File: src/rtl/serial_subtractor_if.sv
// Handshake and data bundle for the bit-serial subtractor: operands and start
// flow from master to slave, status and result flow back.
interface serial_subtractor_if #(
    parameter int data_width = 8
);
    logic                  start;
    logic [data_width-1:0] A;
    logic [data_width-1:0] B;
    logic                  BIN;
    logic                  busy;
    logic                  done;
    logic [data_width-1:0] DIFF;
    logic                  BOUT;
    logic                  OVF;

    modport master (
        output start, A, B, BIN,
        input  busy, done, DIFF, BOUT, OVF
    );

    modport slave (
        input  start, A, B, BIN,
        output busy, done, DIFF, BOUT, OVF
    );
endinterface

File: src/rtl/serial_subtractor.sv
// Bit-serial subtractor: computes A - B - BIN one bit per clock, LSB first,
// and publishes DIFF, BOUT and OVF together with a one-cycle done pulse.
module serial_subtractor #(
    parameter int data_width = 8
) (
    input logic                clk,
    input logic                rst,
    serial_subtractor_if.slave bus
);
    localparam int cnt_w = (data_width > 2) ? $clog2(data_width) : 1;

    typedef logic [cnt_w-1:0] cnt_t;
    typedef enum logic [1:0] {IDLE, RUN, DONE} state_t;

    localparam cnt_t cnt_last = cnt_t'(data_width - 1);

    state_t                state_q, state_d;
    logic [data_width-1:0] a_q, a_d;
    logic [data_width-1:0] b_q, b_d;
    logic [data_width-1:0] res_q, res_d;
    logic [data_width-1:0] diff_q, diff_d;
    logic                  br_q, br_d;
    logic                  bout_q, bout_d;
    logic                  ovf_q, ovf_d;
    cnt_t                  cnt_q, cnt_d;

    logic bit_a;
    logic bit_b;
    logic bit_d;
    logic bit_br;

    assign bit_a  = a_q[0];
    assign bit_b  = b_q[0];
    assign bit_d  = bit_a ^ bit_b ^ br_q;
    assign bit_br = (~bit_a & bit_b) | (~(bit_a ^ bit_b) & br_q);

    // NOTE: every _d gets its hold value first so no path through the case
    // leaves a signal unassigned, which would otherwise infer a latch.
    always_comb begin
        state_d = state_q;
        a_d     = a_q;
        b_d     = b_q;
        res_d   = res_q;
        diff_d  = diff_q;
        br_d    = br_q;
        bout_d  = bout_q;
        ovf_d   = ovf_q;
        cnt_d   = cnt_q;

        case (state_q)
            IDLE: begin
                if (bus.start) begin
                    a_d     = bus.A;
                    b_d     = bus.B;
                    br_d    = bus.BIN;
                    res_d   = '0;
                    cnt_d   = '0;
                    state_d = RUN;
                end
            end
            RUN: begin
                a_d   = a_q >> 1;
                b_d   = b_q >> 1;
                br_d  = bit_br;
                res_d = {bit_d, res_q[data_width-1:1]};
                if (cnt_q == cnt_last) begin
                    // On the MSB step br_q is the borrow into the MSB.
                    diff_d  = {bit_d, res_q[data_width-1:1]};
                    bout_d  = bit_br;
                    ovf_d   = br_q ^ bit_br;
                    state_d = DONE;
                end else begin
                    cnt_d = cnt_q + cnt_t'(1);
                end
            end
            DONE: begin
                state_d = IDLE;
            end
            default: begin
                state_d = IDLE;
            end
        endcase
    end

    // NOTE: state is updated with non-blocking assignments so every flop
    // samples the pre-edge values, independent of statement order.
    always_ff @(posedge clk) begin
        if (rst) begin
            state_q <= IDLE;
            // NOTE: the operand shift registers are cleared as well, so an
            // aborted operation leaves no stale operand bits behind.
            a_q     <= '0;
            b_q     <= '0;
            res_q   <= '0;
            diff_q  <= '0;
            br_q    <= 1'b0;
            bout_q  <= 1'b0;
            ovf_q   <= 1'b0;
            cnt_q   <= '0;
        end else begin
            state_q <= state_d;
            a_q     <= a_d;
            b_q     <= b_d;
            res_q   <= res_d;
            diff_q  <= diff_d;
            br_q    <= br_d;
            bout_q  <= bout_d;
            ovf_q   <= ovf_d;
            cnt_q   <= cnt_d;
        end
    end

    assign bus.busy = (state_q == RUN);
    assign bus.done = (state_q == DONE);
    assign bus.DIFF = diff_q;
    assign bus.BOUT = bout_q;
    assign bus.OVF  = ovf_q;
endmodule

File: src/flat_wrapper.sv
// flat-port wrapper written by rule: the top's interface ports become plain ports
module serial_subtractor_flat 
#(
    parameter int data_width = 8
)
  (clk, rst, bus_start, bus_A, bus_B, bus_BIN, bus_busy, bus_done, bus_DIFF, bus_BOUT, bus_OVF);
  serial_subtractor_if #(.data_width(data_width)) bus_i ();
  input logic clk;
  input logic rst;
  input wire logic [$bits(bus_i.start)-1:0] bus_start;
  input wire logic [$bits(bus_i.A)-1:0] bus_A;
  input wire logic [$bits(bus_i.B)-1:0] bus_B;
  input wire logic [$bits(bus_i.BIN)-1:0] bus_BIN;
  output wire logic [$bits(bus_i.busy)-1:0] bus_busy;
  output wire logic [$bits(bus_i.done)-1:0] bus_done;
  output wire logic [$bits(bus_i.DIFF)-1:0] bus_DIFF;
  output wire logic [$bits(bus_i.BOUT)-1:0] bus_BOUT;
  output wire logic [$bits(bus_i.OVF)-1:0] bus_OVF;
  assign bus_i.start = bus_start;
  assign bus_i.A = bus_A;
  assign bus_i.B = bus_B;
  assign bus_i.BIN = bus_BIN;
  assign bus_busy = bus_i.busy;
  assign bus_done = bus_i.done;
  assign bus_DIFF = bus_i.DIFF;
  assign bus_BOUT = bus_i.BOUT;
  assign bus_OVF = bus_i.OVF;
  serial_subtractor #(.data_width(data_width)) u_core (.clk(clk), .rst(rst), .bus(bus_i));
endmodule
File: config.mk
export PLATFORM = sky130hd
export DESIGN_NAME = serial_subtractor_flat
export DESIGN_NICKNAME = d
export VERILOG_FILES = /design/src/rtl/serial_subtractor_if.sv /design/src/rtl/serial_subtractor.sv /design/src/flat_wrapper.sv
export SDC_FILE = /design/constraint.sdc
export NUM_CORES = 1
export LEC_CHECK = 0
export ABC_CLOCK_PERIOD_IN_PS = 2600
export BUFFER_PORTS_ARGS = -buffer_cell sky130_fd_sc_hd__buf_4
export CAP_MARGIN = 10
export CORE_ASPECT_RATIO = 1.5
export CORE_MARGIN = 2
export CORE_UTILIZATION = 55
export CTS_CLUSTER_SIZE = 25
export DETAILED_ROUTE_END_ITERATION = 12
export PLACE_DENSITY_LB_ADDON = 0.15
export SYNTH_ARGS = -nofsm -noshare
export SYNTH_HDL_FRONTEND = slang
export SYNTH_SLANG_ARGS = --single-unit
export TNS_END_PERCENT = 100
File: constraint.sdc
create_clock -name clk -period 2.6 [get_ports clk]
set_input_delay 0.39 -clock clk [delete_from_list [all_inputs] [get_ports clk]]
set_output_delay 0.39 -clock clk [all_outputs]
set_load 0.005 [all_outputs]
# Yosys cells after proc, flatten, opt, wreduce, memory -nomap -nowiden
# Index checks and enable logic that the tools add are counted.
# classes
eq_ne	6
bitwise	8
reduce_logical	6
add_sub_neg	1
muxes	14
# ops
op	count
case mux 8 bit (2 select lines)	3
2-to-1 mux 8 bit	3
2-to-1 mux 3 bit	2
case mux 3 bit (2 select lines)	1
AND reduction 2 bit	3
2-to-1 mux 2 bit	2
inequality test 2 bit, second input constant	2
case mux 2 bit (2 select lines)	1
adder 3 x 1 -> 3 bit, second input constant	1
== test 3 bit, second input constant	1
AND reduction 3 bit	1
XOR 1 bit	3
AND 1 bit	2
== test 2 x 1 -> 1 bit, second input constant	1
== test 2 bit, second input constant	1
zero test 2 bit	1
inequality test 2 x 1 -> 1 bit, second input constant	1
NOT 1 bit	2
case mux 1 bit (2 select lines)	1
nonzero test 2 bit	1
2-to-1 mux 1 bit	1
OR 1 bit	1
# totals
input_bits	20
out_inout_bits	12
register_bits	40
wordCells	44

# Longest topological paths before layout
# Gate-level depths: netlist of run 1.
# depth
depth_word	5
depth_mapped	7
ltp_nobuf	5

# Least setup slack after synthesis of run 1
# Ideal clock, no wire load.
# synth_path
path_type	reg-to-reg
from	register u_core.cnt_q[0]
to	register u_core.bout_q (netlist: u_core.bus.BOUT)
required_time_ps	2514
arrival_time_ps	1356
synth_period_minus_slack_ps	1442
setup_time_ps	86
n_path_buf	2
setup_slack_ps	1158
stages_incl_launch_ff	7
path_cell_list	dfxtp_1 ha_1 ha_1 clkbuf_1 and3b_1 buf_4 a211oi_1
# synth_via
elab_chain_cells	2
# synth_lines
element	line_no	text
from (decl)	serial_subtractor.sv:25	cnt_t cnt_q, cnt_d;
from (signal assigned)	serial_subtractor.sv:109	cnt_q <= cnt_d;
== test 3 bit	serial_subtractor.sv:66	if (cnt_q == cnt_last) begin
AND reduction 2 bit (no source line)	n/a	
to (signal assigned)	serial_subtractor.sv:107	bout_q <= bout_d;
to (decl)	serial_subtractor.sv:23	logic bout_q, bout_d;
# Every way passes these cells.
# A chain may end at the register's enable or synchronous reset.

# Final worst setup path of run 1
# layout_path
from	register u_core.state_q[1]
to	output bus_busy
# layout_via
elab_chain_cells	1
# layout_lines
element	line_no	text
from (decl)	serial_subtractor.sv:17	state_t state_q, state_d;
from (signal assigned)	serial_subtractor.sv:101	state_q <= state_d;
== test 2 x 1 -> 1 bit	serial_subtractor.sv:113	assign bus.busy = (state_q == RUN);
to (decl)	flat_wrapper.sv:14	output wire logic [$bits(bus_i.busy)-1:0] bus_busy;
# Every way passes these cells.

==> reports/metrics.csv, run 1 <==
metric;value;unit
slew at the pin closest to its max-slew limit;0.5050;ns
Core Util, Final;68.08;%
TritonCTS Buffers;5;
drt first-iter violations;17;
Via density;5.419;
post-CTS setup buffer count;0;
HP Class;in -> reg;
post-CTS sizing;0;
Reg clk slew, reported paths;0.07;ns
WL/cell;12.58;um
critical path arrival;1.47;ns
first-pass GRT wire length;5478;um
minimum clock period;1.856;ns
Final #Nets;236;
initial antenna violation count;0;
Residual DRC;0;
outcome;finished clean;
port buffer count;31;
H-tree depth;2;
Layout area overhead;18.20;%
worst endpoint required time;2.21;ns
Core Rows;24;
CTS Hold Bufs;0;
Synthesis Warnings;0;
GRT Residual Overflow;0;
Max-cap violations;0;
clock latency on the worst-skew pair;0.28;ns
Initial Utilization;57.60;%
DP Wirelength;2310;um
Core Region;2913;sq um
WL final;3184;um
Chip Width;49.10;um
Critical Path Sink Type;primary output;
Yosys cell types;31;
vias in the first global route;1313;
sequential share of the synthesized area;46.53;%
Max VDD drop;0.5278;mV
share of cells above drive strength 1;21.03;%
Setup Crit Path Kind;reg -> out;
Root Driver;clkbuf_8;
ANT cells;0;
Lkg Pwr;0.8097;nW
Final Skew;0.003669;ns
IO Count;32;
drt first pass iters;4;
Mapped Area;1678;sq um
CTS tree;built;
Slew Limit Fails;0;
dominant cell type by area after synthesis;dfxtp_1;
area share of the largest cell type after synthesis;46.53;%
RSZ-0062 raised after global routing;no;
Die H;71.65;um
Final setup viols;0;
Final Hold Viols;0;
largest net degree at the start of global routing;40;
highest-count cells in the layout ignoring fill and taps;dfxtp_1, buf_4, nor2_1, nand2_1, a21oi_1;
# clock sinks;39;
FILL cells;263;
setup TNS;0;ns
Total GRT Usage;19.89;%
ANT nets after route;0;
CP Launch Type;flop;
top post-synthesis cells by area;dfxtp_1, mux2i_1, nor2_1;
flops & latches, synth;39;
GPL Wtd Cong;0.7665;
CP max FO;18;
Slew HR;66.29;%
most common cell after layout, fill and taps aside;dfxtp_1;
Gate Count Post-Synth;188;
Final period util;71.39;%
Max clock buf depth;2;
die area;3517;sq um
PD cells;609.9;nW/um^2
via count;1371;
Post-Syn Nets;211;
Max Fclk;0.5388;GHz
Avg Synthesized Cell Area;8.925;sq um
==> kinds of logic (layout without fill, tap and decap cells) <==
logic type,Yosys count,in the layout,share of synthesized area (%)
DFF,39,39,46.53
and+or+nand+nor,62,62,15.96
adders and majority gates,3,3,2.684
muxes,13,13,7.755
AOI/OAI and AO/OA,49,49,19.99
buffers and inverters,21,47,6.561
xor gates and xnor gates,1,1,0.5221
==> area by class of cell <==
class	instances	area [sq um]	share of cell area [%]
Tap cell	39	48.80	2.461
Multi-Input combinational cell	128	787.0	39.68
Inverter	7	26.28	1.325
Sequential cell	39	780.7	39.37
Timing Repair Buffer	32	240.2	12.11
Clock buffer	8	100.1	5.047
==> per-stage QoR <==
step           worst slack [ns]  area [sq um]  hold WS (ns)  std cells  power [mW]
6_report                 0.7439          1983        0.3856        253       1.209
5_1_grt                  0.6426          1983        0.3896        253       1.265
4_1_cts                  0.7348          1983        0.3762        253       1.221
3_5_place_dp             0.9942          1883        0.4478        245      0.7921
3_3_place_gp              1.071          1883        0.4418        245      0.7855
2_1_floorplan             1.158          1678        0.4315        188      0.7532
==> critical path, stage by stage (launching register included) <==
cell and delay, ns:
dfxtp_1 0.64, nand2b_1 0.27, inv_2 0.12, buf_4 0.15
==> power breakdown <==
| part | leakage (nW) | internal, mW | switching, mW |
|---|---|---|---|
| Sequential | 0.319 | 0.624 | 0.0189 |
| Combinational | 0.439 | 0.0665 | 0.0676 |
| Clock | 0.0515 | 0.242 | 0.190 |
| Total | 0.810 | 0.933 | 0.277 |
==> synthesized netlist by cell type <==
| cell type | count |
|---|---|
| a211oi_1 | 12 |
| a21o_1 | 1 |
| a21oi_1 | 19 |
| a22oi_1 | 7 |
| a31oi_1 | 3 |
| and3b_1 | 1 |
| buf_1 | 1 |
| buf_2 | 3 |
| buf_4 | 3 |
| buf_6 | 2 |
| clkbuf_1 | 4 |
| clkbuf_2 | 1 |
| dfxtp_1 | 39 |
| fa_1 | 1 |
| ha_1 | 2 |
| inv_1 | 6 |
| inv_2 | 1 |
| mux2i_1 | 13 |
| nand2_1 | 21 |
| nand2b_1 | 1 |
| nand3_1 | 4 |
| nand3b_1 | 3 |
| nor2_1 | 28 |
| nor2b_1 | 2 |
| nor3_1 | 1 |
| nor4b_1 | 1 |
| o21ai_0 | 2 |
| o21ba_4 | 1 |
| o21bai_2 | 1 |
| o221a_2 | 3 |
| xnor2_1 | 1 |
==> state kept, by name, summed over array words and instances, names as in the netlist <==
signal	cells
u_core.cnt_q	3
u_core.a_q	8
u_core.bus.DIFF	8
u_core.res_q	7
u_core.state_q	2
u_core.b_q	8
u_core.bus.BOUT	1
u_core.br_q	1
u_core.bus.OVF	1
==> metal layers <==
metal	GRT usage, %	vias up	routed length [um]
li1	-	700	-
met1	21.18	625	1230
met2	37.24	39	1763
met3	3.958	7	129
met4	8.571	0	60
met5	0	-	0
==> final timing paths <==
path	cells after the start	from	slack [ns]	end
setup / recovery	3	u_core.state_q[1]	0.74	bus_busy
hold / removal	3	bus_B[7]	0.39	u_core.b_q[7]
setup reg to reg	5	u_core.cnt_q[0]	0.97	u_core.bus.BOUT
hold reg to reg	2	u_core.bus.DIFF[6]	0.46	u_core.bus.DIFF[6]
(Power assumes the default switching activity.)
==> inputs of run 2 (changes only) <==
--- a/config.mk
+++ b/config.mk
@@ -5,12 +5,12 @@
 export SDC_FILE = /design/constraint.sdc
 export NUM_CORES = 1
 export LEC_CHECK = 0
-export ABC_CLOCK_PERIOD_IN_PS = 2600
+export ABC_CLOCK_PERIOD_IN_PS = 1800
 export BUFFER_PORTS_ARGS = -buffer_cell sky130_fd_sc_hd__buf_4
 export CAP_MARGIN = 10
 export CORE_ASPECT_RATIO = 1.5
 export CORE_MARGIN = 2
-export CORE_UTILIZATION = 55
+export CORE_UTILIZATION = 54
 export CTS_CLUSTER_SIZE = 25
 export DETAILED_ROUTE_END_ITERATION = 12
 export PLACE_DENSITY_LB_ADDON = 0.15
==> constraint.sdc (replaced) <==
create_clock -name clk -period 1.8 [get_ports clk]
set_input_delay 0.27 -clock clk [delete_from_list [all_inputs] [get_ports clk]]
set_output_delay 0.27 -clock clk [all_outputs]
set_load 0.005 [all_outputs]
==> run 2 against run 1 <==
Against the previous run:
- sequential cell count stayed put
- critical endpoint is now u_core.bus.BOUT
- utilization is 0.78 points lower
- cell area is 0.13% lower
- combinational power is 49% higher
==> reports/metrics.csv, run 2 (synthesis results as in run 1) <==
metric;value;unit
outcome;finished clean;
Chip Width;49.51;um
Final Hold Viols;0;
Max VDD drop;0.5227;mV
slew at the pin closest to its max-slew limit;0.4445;ns
Root Driver;clkbuf_8;
Initial Utilization;57.02;%
die area;3578;sq um
Residual DRC;0;
# clock sinks;39;
Setup Crit Path Kind;reg -> reg;
Core Region;2943;sq um
CTS Hold Bufs;0;
Layout area overhead;18.05;%
ANT nets after route;0;
GPL Wtd Cong;0.6990;
HP Class;in -> reg;
drt first-iter violations;33;
initial antenna violation count;0;
Final period util;91.83;%
CP max FO;11;
CP Launch Type;flop;
first-pass GRT wire length;5478;um
Die H;72.27;um
TritonCTS Buffers;5;
WL/cell;12.93;um
highest-count cells in the layout ignoring fill and taps;dfxtp_1, buf_4, nor2_1, nand2_1, a21oi_1;
Final #Nets;238;
Total GRT Usage;20.35;%
Reg clk slew, reported paths;0.07;ns
largest net degree at the start of global routing;40;
CTS tree;built;
Core Rows;24;
PD cells;850.7;nW/um^2
most common cell after layout, fill and taps aside;dfxtp_1;
critical path arrival;1.86;ns
GRT Residual Overflow;0;
share of cells above drive strength 1;21.76;%
FILL cells;267;
ANT cells;0;
Critical Path Sink Type;flop;
worst endpoint required time;2.01;ns
setup TNS;0;ns
clock latency on the worst-skew pair;0.29;ns
vias in the first global route;1296;
H-tree depth;2;
Via density;5.475;
DP Wirelength;2401;um
Final setup viols;0;
RSZ-0062 raised after global routing;no;
Slew Limit Fails;0;
drt first pass iters;6;
Max-cap violations;0;
via count;1396;
WL final;3296;um
Max Fclk;0.6050;GHz
Final Skew;0.006410;ns
Lkg Pwr;0.8110;nW
port buffer count;31;
Overall Power;1.685;mW
Slew HR;70.35;%
Max clock buf depth;2;
minimum clock period;1.653;ns
IO Count;32;
==> run 2: changes by cell type in the layout (fill, tap and decap cells not counted), sizes merged <==
cell,change
buf,+2
clkbuf,-1
clkinv,+1
==> run 2: worst paths after layout <==
kind | slack [ns] | cells after the start | endpoint | start
min reg2reg | 0.45 | 2 | u_core.bus.OVF | u_core.bus.OVF
max reg2reg | 0.15 | 5 | u_core.bus.BOUT | u_core.cnt_q[0]
max | 0.15 | 5 | u_core.bus.BOUT | u_core.cnt_q[0]
min | 0.26 | 3 | u_core.b_q[7] | bus_B[7]
==> run 2: final cells by class <==
| type | instances | area (sq um) | share of cell area, % |
|---|---|---|---|
| multi-input cells | 128 | 787.0 | 39.73 |
| well taps | 39 | 48.80 | 2.464 |
| clock inverters | 1 | 5.005 | 0.2527 |
| repair buffers | 34 | 255.2 | 12.89 |
| inverters | 7 | 26.28 | 1.327 |
| flip-flops and latches | 39 | 782.0 | 39.48 |
| clock buffers | 7 | 76.32 | 3.853 |
==> run 2: critical path: stages (launching register included) <==
cell and delay [ns]:
dfxtp_1 0.40, ha_1 0.19, ha_1 0.29, and3b_1 0.42
nor2_1 0.07, a211oi_1 0.19
==> run 2: timing repair <==
| item | in CTS | in global routing |
|---|---|---|
| setup buffers | 0 | 0 |
| setup endpoints to repair | 0 | 1 |
| gates resized for setup | 0 | 1 |
==> run 2: per-layer routing <==
| metal | part of all wire [%] | track usage [%] | wire, um |
|---|---|---|---|
| met5 | 0 | 0 | 0 |
| met2 | 54 | 37.99 | 1789 |
| met4 | 2.0 | 9.259 | 67 |
| met3 | 4.4 | 6.379 | 144 |
| met1 | 39 | 20.32 | 1294 |
==> run 2: where the power goes <==
group          leakage (nW)  internal, mW  switching, mW
combinational         0.449        0.0996          0.101
clock                0.0422         0.272          0.283
sequential            0.319         0.902         0.0279
==> run 2: per-stage QoR <==
step	hold slack [ns]	area [sq um]	setup WS, ns	std cells	utilization (%)
after floorplan	0.4298	1678	0.3581	188	-
after global placement	0.4434	1898	0.2928	247	64.50
after detailed placement	0.4446	1898	0.1760	247	64.50
after CTS	0.2544	1979	0.05101	255	67.26
after global routing	0.2609	1981	0.002750	255	67.30
final	0.2567	1981	0.1471	255	67.30
